===== src/rtl/mm_sched.sv =====
// Tiling command scheduler for the mm matrix-vector engine.
// Latency: accept -> mm start next cycle; mm_done -> next start after GAP_CYCLES, or cmd_done next cycle.
// Backpressure: cmd_ready is high only in IDLE; one command is in flight at a time.
module mm_sched #(
  parameter int TILE_NODES     = 64,
  parameter int GAP_CYCLES     = 2,
  parameter int TIMEOUT_CYCLES = 1048576
) (
  input  logic        clk,
  input  logic        rstn,
  input  logic        cmd_valid,
  output logic        cmd_ready,
  input  logic [12:0] cmd_weight_addr,
  input  logic [10:0] cmd_input_addr,
  input  logic [10:0] cmd_output_addr,
  input  logic [7:0]  cmd_ci,
  input  logic [7:0]  cmd_co,
  input  logic [15:0] cmd_n,
  output logic        mm_start_valid,
  output logic [12:0] mm_weight_start_addr,
  output logic [10:0] mm_input_start_addr,
  output logic [10:0] mm_output_start_addr,
  output logic [7:0]  mm_input_addr_per_feature,
  output logic [7:0]  mm_output_addr_per_feature,
  output logic [15:0] mm_number_of_node,
  input  logic        mm_done,
  output logic        busy,
  output logic        cmd_done,
  output logic        cmd_err,
  output logic [15:0] tile_idx
);

  typedef enum logic [2:0] {S_IDLE, S_ISSUE, S_WAIT, S_GAP, S_FIN} state_t;

  localparam logic [15:0] TILE_W   = 16'(TILE_NODES);
  localparam logic [31:0] GAP_LAST = 32'(GAP_CYCLES - 1);
  localparam logic [31:0] TO_LAST  = 32'(TIMEOUT_CYCLES - 1);

  state_t      state_q, state_d;
  logic        rdy_en_q;
  logic [12:0] w_q, w_d;
  logic [7:0]  ci_q, ci_d, co_q, co_d;
  logic [15:0] rem_q, rem_d;
  logic [10:0] in_ptr_q, in_ptr_d, out_ptr_q, out_ptr_d;
  logic [31:0] wd_q, wd_d, gap_q, gap_d;
  logic [15:0] tile_idx_q, tile_idx_d;
  logic        err_q, err_d;
  logic [12:0] mm_w_q, mm_w_d;
  logic [10:0] mm_in_q, mm_in_d, mm_out_q, mm_out_d;
  logic [7:0]  mm_ci_q, mm_ci_d, mm_co_q, mm_co_d;
  logic [15:0] mm_n_q, mm_n_d;
  logic [23:0] in_adv, out_adv;

  // Pointer advance for the tile just completed; only the low 11 bits matter (wrap mod 2048).
  assign in_adv  = ci_q * mm_n_q;
  assign out_adv = co_q * mm_n_q;

  assign cmd_ready      = rdy_en_q && (state_q == S_IDLE);
  assign busy           = (state_q != S_IDLE);
  assign cmd_done       = (state_q == S_FIN);
  assign mm_start_valid = (state_q == S_ISSUE);
  assign cmd_err        = err_q;
  assign tile_idx       = tile_idx_q;

  assign mm_weight_start_addr       = mm_w_q;
  assign mm_input_start_addr        = mm_in_q;
  assign mm_output_start_addr       = mm_out_q;
  assign mm_input_addr_per_feature  = mm_ci_q;
  assign mm_output_addr_per_feature = mm_co_q;
  assign mm_number_of_node          = mm_n_q;

  // Next-state and datapath updates; mm_* config is reloaded only on entry to ISSUE.
  always_comb begin
    state_d    = state_q;
    w_d        = w_q;
    ci_d       = ci_q;
    co_d       = co_q;
    rem_d      = rem_q;
    in_ptr_d   = in_ptr_q;
    out_ptr_d  = out_ptr_q;
    wd_d       = wd_q;
    gap_d      = gap_q;
    tile_idx_d = tile_idx_q;
    err_d      = err_q;
    mm_w_d     = mm_w_q;
    mm_in_d    = mm_in_q;
    mm_out_d   = mm_out_q;
    mm_ci_d    = mm_ci_q;
    mm_co_d    = mm_co_q;
    mm_n_d     = mm_n_q;
    case (state_q)
      S_IDLE: begin
        if (cmd_valid && cmd_ready) begin
          w_d        = cmd_weight_addr;
          ci_d       = cmd_ci;
          co_d       = cmd_co;
          in_ptr_d   = cmd_input_addr;
          out_ptr_d  = cmd_output_addr;
          err_d      = 1'b0;
          tile_idx_d = 16'd0;
          if (cmd_n == 16'd0 || cmd_ci == 8'd0 || cmd_co == 8'd0) begin
            err_d   = 1'b1;
            state_d = S_FIN;
          end else begin
            rem_d   = cmd_n;
            state_d = S_ISSUE;
          end
        end
      end
      S_ISSUE: begin
        wd_d    = 32'd0;
        state_d = S_WAIT;
      end
      S_WAIT: begin
        // A done arriving on the expiry cycle still counts as success.
        if (mm_done) begin
          rem_d     = rem_q - mm_n_q;
          in_ptr_d  = in_ptr_q + in_adv[10:0];
          out_ptr_d = out_ptr_q + out_adv[10:0];
          if (rem_d == 16'd0) begin
            state_d = S_FIN;
          end else begin
            tile_idx_d = tile_idx_q + 16'd1;
            gap_d      = 32'd0;
            state_d    = S_GAP;
          end
        end else if (wd_q == TO_LAST) begin
          err_d   = 1'b1;
          state_d = S_FIN;
        end else begin
          wd_d = wd_q + 32'd1;
        end
      end
      S_GAP: begin
        if (gap_q == GAP_LAST) state_d = S_ISSUE;
        else                   gap_d   = gap_q + 32'd1;
      end
      S_FIN:   state_d = S_IDLE;
      default: state_d = S_IDLE;
    endcase
    if (state_d == S_ISSUE) begin
      mm_w_d   = w_d;
      mm_in_d  = in_ptr_d;
      mm_out_d = out_ptr_d;
      mm_ci_d  = ci_d;
      mm_co_d  = co_d;
      mm_n_d   = (rem_d > TILE_W) ? TILE_W : rem_d;
    end
  end

  // State and datapath registers; everything clears asynchronously on reset.
  always_ff @(posedge clk or negedge rstn) begin
    if (!rstn) begin
      state_q    <= S_IDLE;
      rdy_en_q   <= 1'b0;
      w_q        <= '0;
      ci_q       <= '0;
      co_q       <= '0;
      rem_q      <= '0;
      in_ptr_q   <= '0;
      out_ptr_q  <= '0;
      wd_q       <= '0;
      gap_q      <= '0;
      tile_idx_q <= '0;
      err_q      <= 1'b0;
      mm_w_q     <= '0;
      mm_in_q    <= '0;
      mm_out_q   <= '0;
      mm_ci_q    <= '0;
      mm_co_q    <= '0;
      mm_n_q     <= '0;
    end else begin
      state_q    <= state_d;
      rdy_en_q   <= 1'b1;
      w_q        <= w_d;
      ci_q       <= ci_d;
      co_q       <= co_d;
      rem_q      <= rem_d;
      in_ptr_q   <= in_ptr_d;
      out_ptr_q  <= out_ptr_d;
      wd_q       <= wd_d;
      gap_q      <= gap_d;
      tile_idx_q <= tile_idx_d;
      err_q      <= err_d;
      mm_w_q     <= mm_w_d;
      mm_in_q    <= mm_in_d;
      mm_out_q   <= mm_out_d;
      mm_ci_q    <= mm_ci_d;
      mm_co_q    <= mm_co_d;
      mm_n_q     <= mm_n_d;
    end
  end

endmodule


===== config.mk =====
export PLATFORM = sky130hd
export DESIGN_NAME = mm_sched
export DESIGN_NICKNAME = d
export VERILOG_FILES = /design/src/rtl/mm_sched.sv
export SDC_FILE = /design/constraint.sdc
export NUM_CORES = 1
export LEC_CHECK = 0
export ABC_AREA = 1
export BUFFER_PORTS_ARGS = -buffer_cell sky130_fd_sc_hd__buf_2
export CORE_AREA = 3 3 185 187
export DETAILED_ROUTE_END_ITERATION = 7
export DIE_AREA = 0 0 188 190
export GPL_ROUTABILITY_DRIVEN = 0
export PLACE_DENSITY = 0.68
export SETUP_SLACK_MARGIN = 0.05
export SLEW_MARGIN = 5
export SYNTH_ARGS = -nofsm -noshare
export SYNTH_HDL_FRONTEND = slang
export SYNTH_SLANG_ARGS = --single-unit
export TNS_END_PERCENT = 20

===== constraint.sdc =====
create_clock -name clk -period 9.3 [get_ports clk]
set_input_delay 0.93 -clock clk [delete_from_list [all_inputs] [get_ports clk]]
set_output_delay 0.93 -clock clk [all_outputs]
set_load 0.005 [all_outputs]

==> impl_metrics.ini, run 1 <==
[status]
outcome = completed

[critical_path]
cp-end-kind = flop
path_cells = nand2_1 > fa_1 > inv_1 > fa_1 > ha_1 > inv_1 > fa_1 > inv_1 > ha_1 > a21o_1 > a31oi_1 > or2_2 > nand2_1 > a21oi_1 > and2_1 > o21ai_0 > a21oi_1 > nand2_1 > nand2_1
critPathLaunchType = flop
crit_top_cell = nand2_1
r2r_cells = 19
crit_path_top_delay_cell = dfrtp_1
r2r_start = mm_number_of_node[4]$_DFFE_PN0N_
crit_fanout = 17
regToRegSetupSlack_ps = 4520
worst_ep_required_time_ps = 9800
worst-setup-path-type = flop to flop
cp_num_buf_inv = 3
cp.arrival_ps = 5280
r2r_end = mm_input_start_addr[8]$_DFFE_PN0N_
max_stage_delay_ps = 770
critical_path.top_delay_family = adder cells

[cts]
cts_setup_buffers = 0
cts_tree = built
htree_num_levels = 1
cts.path.max_buffers = 3
root_buffer = clkbuf_16
numCtsBuffers = 25
ctsHoldBuffers = 0
cts_resized = 0
cts_sinks = 219
cts.clk_slew.worst_paths_ps = 60
clkLatencyLatePin_ps = 560

[global_route]
grt_pass1_vias = 14442
grt_max_degree = 91
overflow = 0
grt_pass1_wl_mm = 74.6
grt_usage_pct = 25.4
antenna_found_initial = 0

[die]
start_util_pct = 49.9
rows = 66
core_area_sq_um = 32600
num_io_pins = 159
design.die.area_sq_um = 35700
die_y_microns = 190
dieWidth_microns = 188

[routing]
wl_mm = 45.1
final_antenna_net_count = 0
firstDrtPassIters = 7
drtIter0Drc = 1046
vias = 14884
wire_per_inst_microns = 16.0
vias_per_cell = 5.26
drcViolationCount = 0

[timing]
fmax_mhz = 209
fin_skew_ps = 16.8
layout_min_cycle_time_ps = 4780
rsz0062_at_grt = false
hold_violations = 0
setup_viol = 0
finalMaxSlewViolations = 0
fin_ws_ps = 4520
finalCritPeriodShare_pct = 51.4
worst_slew_pin_slew_ps = 1100
slew-limit-headroom_pct = 26.4
fin_setup_tns_ps = 0

[synthesis]
syn-cell-area_sq_um = 16300
synth_area_per_cell_sq_um = 7.22
seq_area_frac_synth_pct = 33.7
synthTopCellsByArea = dfrtp_1 (34%), nand2_1 (18%), fa_1 (9.7%)
ys_ff_latch = 219
syn-num-nets = 2461
syn-instance-count = 2252
synthDistinctLibCells = 45
ys_warn_count = 0
synth_top_area_share_pct = 33.7
yosys.area.top_type = dfrtp_1

[flow_run]
cap_violations = 0

[layout]
final_cells = 2829
drive_gt1_share_pct = 9.72
num-nets-final = 2578
syn_to_final_growth_pct = 11.4
diodes = 0
post-route-util_pct = 55.5

[placement]
placed_cells = 2784
hpwl_mm = 33.9
pre_cts_ws_ps = 4610
io_buffer_count = 158

[worst_hold_path]
hp-class = primary input to async pin

[power]
leakage_nw = 9.99
p_per_area_nw_per_um2 = 115
vdd_drop_max_mv = 0.145
power.total_w = 0.00209
## flip-flops by register name, summed over array words and instances, names as in the netlist
signal,cells
in_ptr_q,11
cmd_err,1
rem_q,16
mm_output_start_addr,11
mm_output_addr_per_feature,8
wd_q,32
mm_input_addr_per_feature,8
gap_q,32
w_q,13
ci_q,8
mm_number_of_node,16
tile_idx,16
state_q,3
rdy_en_q,1
mm_weight_start_addr,13
co_q,8
out_ptr_q,11
mm_input_start_addr,11
## area by class of cell
class                      instances  area, sq um
clock buffer                      28          657
fill                            3126        14500
sequential                       219         5480
tap                              442          553
clock inverter                    17          149
multi-input combinational       1555         8900
inverter                         401         1510
timing repair buffer             167          868
## Yosys cell counts
| master | count |
|---|---|
| buf_2 | 20 |
| a31oi_1 | 3 |
| nor2_1 | 128 |
| xor2_1 | 57 |
| buf_1 | 8 |
| nor2_2 | 1 |
| or2_2 | 4 |
| nand2_2 | 3 |
| nor3b_1 | 1 |
| nand3_2 | 2 |
| fa_1 | 79 |
| nor3_1 | 42 |
| nand4_1 | 54 |
| o211ai_1 | 6 |
| buf_6 | 8 |
| nor2_4 | 2 |
| o21ai_1 | 1 |
| nand3_1 | 115 |
| nand2_1 | 778 |
| clkbuf_1 | 41 |
| nor4_1 | 23 |
| o21ai_0 | 51 |
| or2_1 | 1 |
| o22ai_1 | 25 |
| nor3_2 | 1 |
| a21o_1 | 2 |
| a22oi_1 | 16 |
| inv_1 | 396 |
| nor4b_1 | 1 |
| o31ai_1 | 19 |
| and2_1 | 5 |
| a21oi_1 | 47 |
| ha_1 | 59 |
| xnor2_1 | 15 |
| dfrtp_1 | 219 |
| conb_1 | 1 |
| a21oi_4 | 1 |
| inv_2 | 5 |
| o221ai_1 | 3 |
| nor3_4 | 1 |
| nand3b_1 | 3 |
| a211oi_1 | 1 |
| o21a_1 | 2 |
| o21bai_1 | 1 |
| nand3_4 | 1 |
## report_power, final
part	leakage, nW	internal (W)	switching (W)
registers	2.83	0.000967	0.0000201
clock network	0.376	0.000523	0.000442
logic	6.78	0.0000487	0.0000847
total	9.99	0.00154	0.000546
## stage by stage
step / area, sq um / hold slack (ps)
floorplan: 16300 / 438
global placement: 17300 / 449
detailed placement: 17300 / 455
CTS: 18100 / 410
global route: 18100 / 451
finish: 18100 / 394
## logic make-up (layout without fill, tap and decap cells)
group / count (synthesis) / count (layout) / share of synthesized area, %
XOR/XNOR: 72 / 72 / 3.88
AND/OR/NAND/NOR: 1166 / 1166 / 30.0
buffers and inverters: 478 / 613 / 11.6
AO/OA/AOI/OAI: 178 / 178 / 6.56
adder cells (fa/ha/maj): 138 / 138 / 14.3
other: 1 / 1 / 0.0231
flip-flops: 219 / 219 / 33.7
## routing by layer
metal | vias up | part of all wire, % | track usage [%]
met5 | - | 0 | 0
met4 | 0 | 3.8 | 8.72
met2 | 453 | 45 | 41.9
li1 | 7238 | - | -
met3 | 89 | 5.5 | 2.78
met1 | 7104 | 46 | 35.2
## placed cells by master, fill, tap and decap left out, types with 3 or more instances in the layout
cell type,Yosys,layout
o21ai_0,51,51
inv_2,5,5
nor4_1,23,23
o31ai_1,19,19
o221ai_1,3,3
nand3_1,115,115
a22oi_1,16,16
o211ai_1,6,6
ha_1,59,59
xnor2_1,15,15
xor2_1,57,57
fa_1,79,79
nand2_1,778,778
o22ai_1,25,25
clkinvlp_4,0,7
and2_1,5,5
nand3b_1,3,3
clkbuf_16,0,25
nor3_1,42,42
or2_2,4,4
nand4_1,54,54
a31oi_1,3,3
dfrtp_1,219,219
nand2_2,3,3
inv_6,0,3
inv_1,396,396
a21oi_1,47,47
nor2_1,128,128
buf_4,0,9
buf_2,20,157
## worst max-delay path by stage
stage	start	end	slack [ps]	cells past startpoint
global placement	mm_number_of_node[4]$_DFFE_PN0N_	mm_input_start_addr[8]$_DFFE_PN0N_	4630	19
finish	mm_number_of_node[4]$_DFFE_PN0N_	mm_input_start_addr[8]$_DFFE_PN0N_	4520	19
detailed placement	mm_number_of_node[4]$_DFFE_PN0N_	mm_input_start_addr[8]$_DFFE_PN0N_	4610	19
floorplan	mm_number_of_node[1]$_DFFE_PN0N_	mm_output_start_addr[9]$_DFFE_PN0N_	4950	19
CTS	mm_number_of_node[4]$_DFFE_PN0N_	mm_input_start_addr[8]$_DFFE_PN0N_	4600	19
global route	mm_number_of_node[3]$_DFFE_PN0N_	mm_output_addr_per_feature[2]$_DFFE_PN0N_	4220	20
(Power assumes the default switching activity.)
==> inputs of run 2 (changes only) <==
==> constraint.sdc (replaced) <==
create_clock -name clk -period 4.8 [get_ports clk]
set_input_delay 0.48 -clock clk [delete_from_list [all_inputs] [get_ports clk]]
set_output_delay 0.48 -clock clk [all_outputs]
set_load 0.005 [all_outputs]
==> run 2 against run 1 <==
Net effect: global-route usage about the same; critical path depth up 4; via count down 0.24%; sequential share of layout area down 0.16 points; clock skew down 4.5 ps; worst hold slack worse by 380 ps; critical endpoint is now mm_output_start_addr[9]$_DFFE_PN0N_; largest power group unchanged.
==> impl_metrics.ini, run 2 (synthesized netlist as in run 1, its figures left out) <==
[routing]
vias = 14849
firstDrtPassIters = 5
wl_mm = 45.5
wire_per_inst_microns = 16.0
drcViolationCount = 0
drtIter0Drc = 1030
vias_per_cell = 5.23
final_antenna_net_count = 0

[cts]
cts.path.max_buffers = 3
cts_sinks = 219
root_buffer = clkbuf_16
cts_tree = built
ctsHoldBuffers = 0
cts.clk_slew.worst_paths_ps = 60
clkLatencyLatePin_ps = 540
htree_num_levels = 1
numCtsBuffers = 24

[worst_hold_path]
hp-class = primary input to async pin

[timing]
fin_setup_tns_ps = 0
layout_min_cycle_time_ps = 4420
finalCritPeriodShare_pct = 92.2
fin_ws_ps = 377
worst_slew_pin_slew_ps = 1050
fin_skew_ps = 12.3
slew-limit-headroom_pct = 30.2
setup_viol = 0
rsz0062_at_grt = false
fmax_mhz = 226
finalMaxSlewViolations = 0
hold_violations = 0

[layout]
final_cell_area_sq_um = 18200
reg_top3 = gap_q x32, wd_q x32
num-nets-final = 2591
diodes = 0
mostFrequentLayoutCells = nand2_1 (778), inv_1 (396), dfrtp_1 (210)
drive_gt1_share_pct = 10.5
syn_to_final_growth_pct = 12.2
layout.cells.most_common = nand2_1

[placement]
io_buffer_count = 158
pre_cts_ws_ps = 256
hpwl_mm = 34.3
dpl_cell_area_sq_um = 17400

[flow_run]
cap_violations = 0

[critical_path]
crit_fanout = 11
worst-setup-path-type = flop to flop
critPathLaunchType = flop
startpoint = co_q[1]$_DFF_PN0_
worst_ep_required_time_ps = 5270
cp.arrival_ps = 4900
r2r_start = co_q[1]$_DFF_PN0_
cp-end-kind = flop

[power]
vdd_drop_max_mv = 0.249
leakage_nw = 10.1
p_per_area_nw_per_um2 = 224

[die]
rows = 66
die_y_microns = 190
design.die.area_sq_um = 35700
dieWidth_microns = 188
core_area_sq_um = 32600
start_util_pct = 49.9
num_io_pins = 159

[global_route]
grt_max_degree = 124
grt_usage_pct = 25.4
antenna_found_initial = 1
grt_pass1_vias = 14324
overflow = 0
grt_pass1_wl_mm = 74.2

[status]
outcome = completed
run 2: routing by layer:
metal	routed length (microns)	vias to the layer above	global-route usage (%)
met5	13	-	0
met4	1300	2	7.47
met3	2860	72	3.45
met2	20500	492	41.7
met1	20800	7037	35.4
li1	-	7246	-
run 2: timing repair:
action / 4_1_cts / 5_1_grt
endpoints found under the setup margin: 0 / 3
buffers inserted: 0 / 0
resized for setup: 0 / 9
run 2: path summary, 6_finish.rpt:
check	endpoint	slack, ps	cells after the start
min reg2reg	w_q[8]$_DFF_PN0_	460	2
min	mm_input_start_addr[2]$_DFFE_PN0N_	20	1
max reg2reg	mm_output_start_addr[9]$_DFFE_PN0N_	380	23
max in group asynchronous	ci_q[1]$_DFF_PN0_	3680	2
min in group clk	w_q[8]$_DFF_PN0_	170	3
max	mm_output_start_addr[9]$_DFFE_PN0N_	380	23
run 2: layout make-up:
type	count	area [sq um]
multi-input cells	1555	8900
clock inverters	14	163
fillers	3099	14400
clock buffers	28	646
inverters	401	1510
well taps	442	553
repair buffers	181	986
flip-flops and latches	219	5490
run 2: where the power goes:
group	internal, W	total (W)	leakage [nW]	switching (W)
logic	0.0000960	0.000263	6.86	0.000167
registers	0.00187	0.00191	2.82	0.0000365
clock network	0.00112	0.00191	0.403	0.000790
run 2: worst max-delay path, cell delays in order (launching register included):
cell and delay, ps:
dfrtp_1 520, nand2_1 120, inv_1 60, fa_1 490, inv_1 50, fa_1 510
inv_1 40, ha_1 270, inv_1 60, fa_1 530, inv_1 70, fa_1 410
inv_1 90, o21bai_1 80, a21oi_1 180, nor2_1 60, inv_1 60, nand2_1 50
a21oi_1 170, or2_2 140, nand3_1 60, a31oi_1 200, nand2_1 70, nand2_1 80
run 2: metrics by stage:
step | total power, W | cells | hold WS (ps) | utilization (%)
final | 0.00409 | 2840 | 15.8 | 55.9
after global routing | 0.00425 | 2840 | 104 | 55.9
after CTS | 0.00413 | 2840 | 88.6 | 55.9
after detailed placement | 0.00221 | 2798 | 453 | 53.4
after global placement | 0.00220 | 2798 | 448 | 53.4
after floorplan | 0.00208 | 2252 | 184 | -
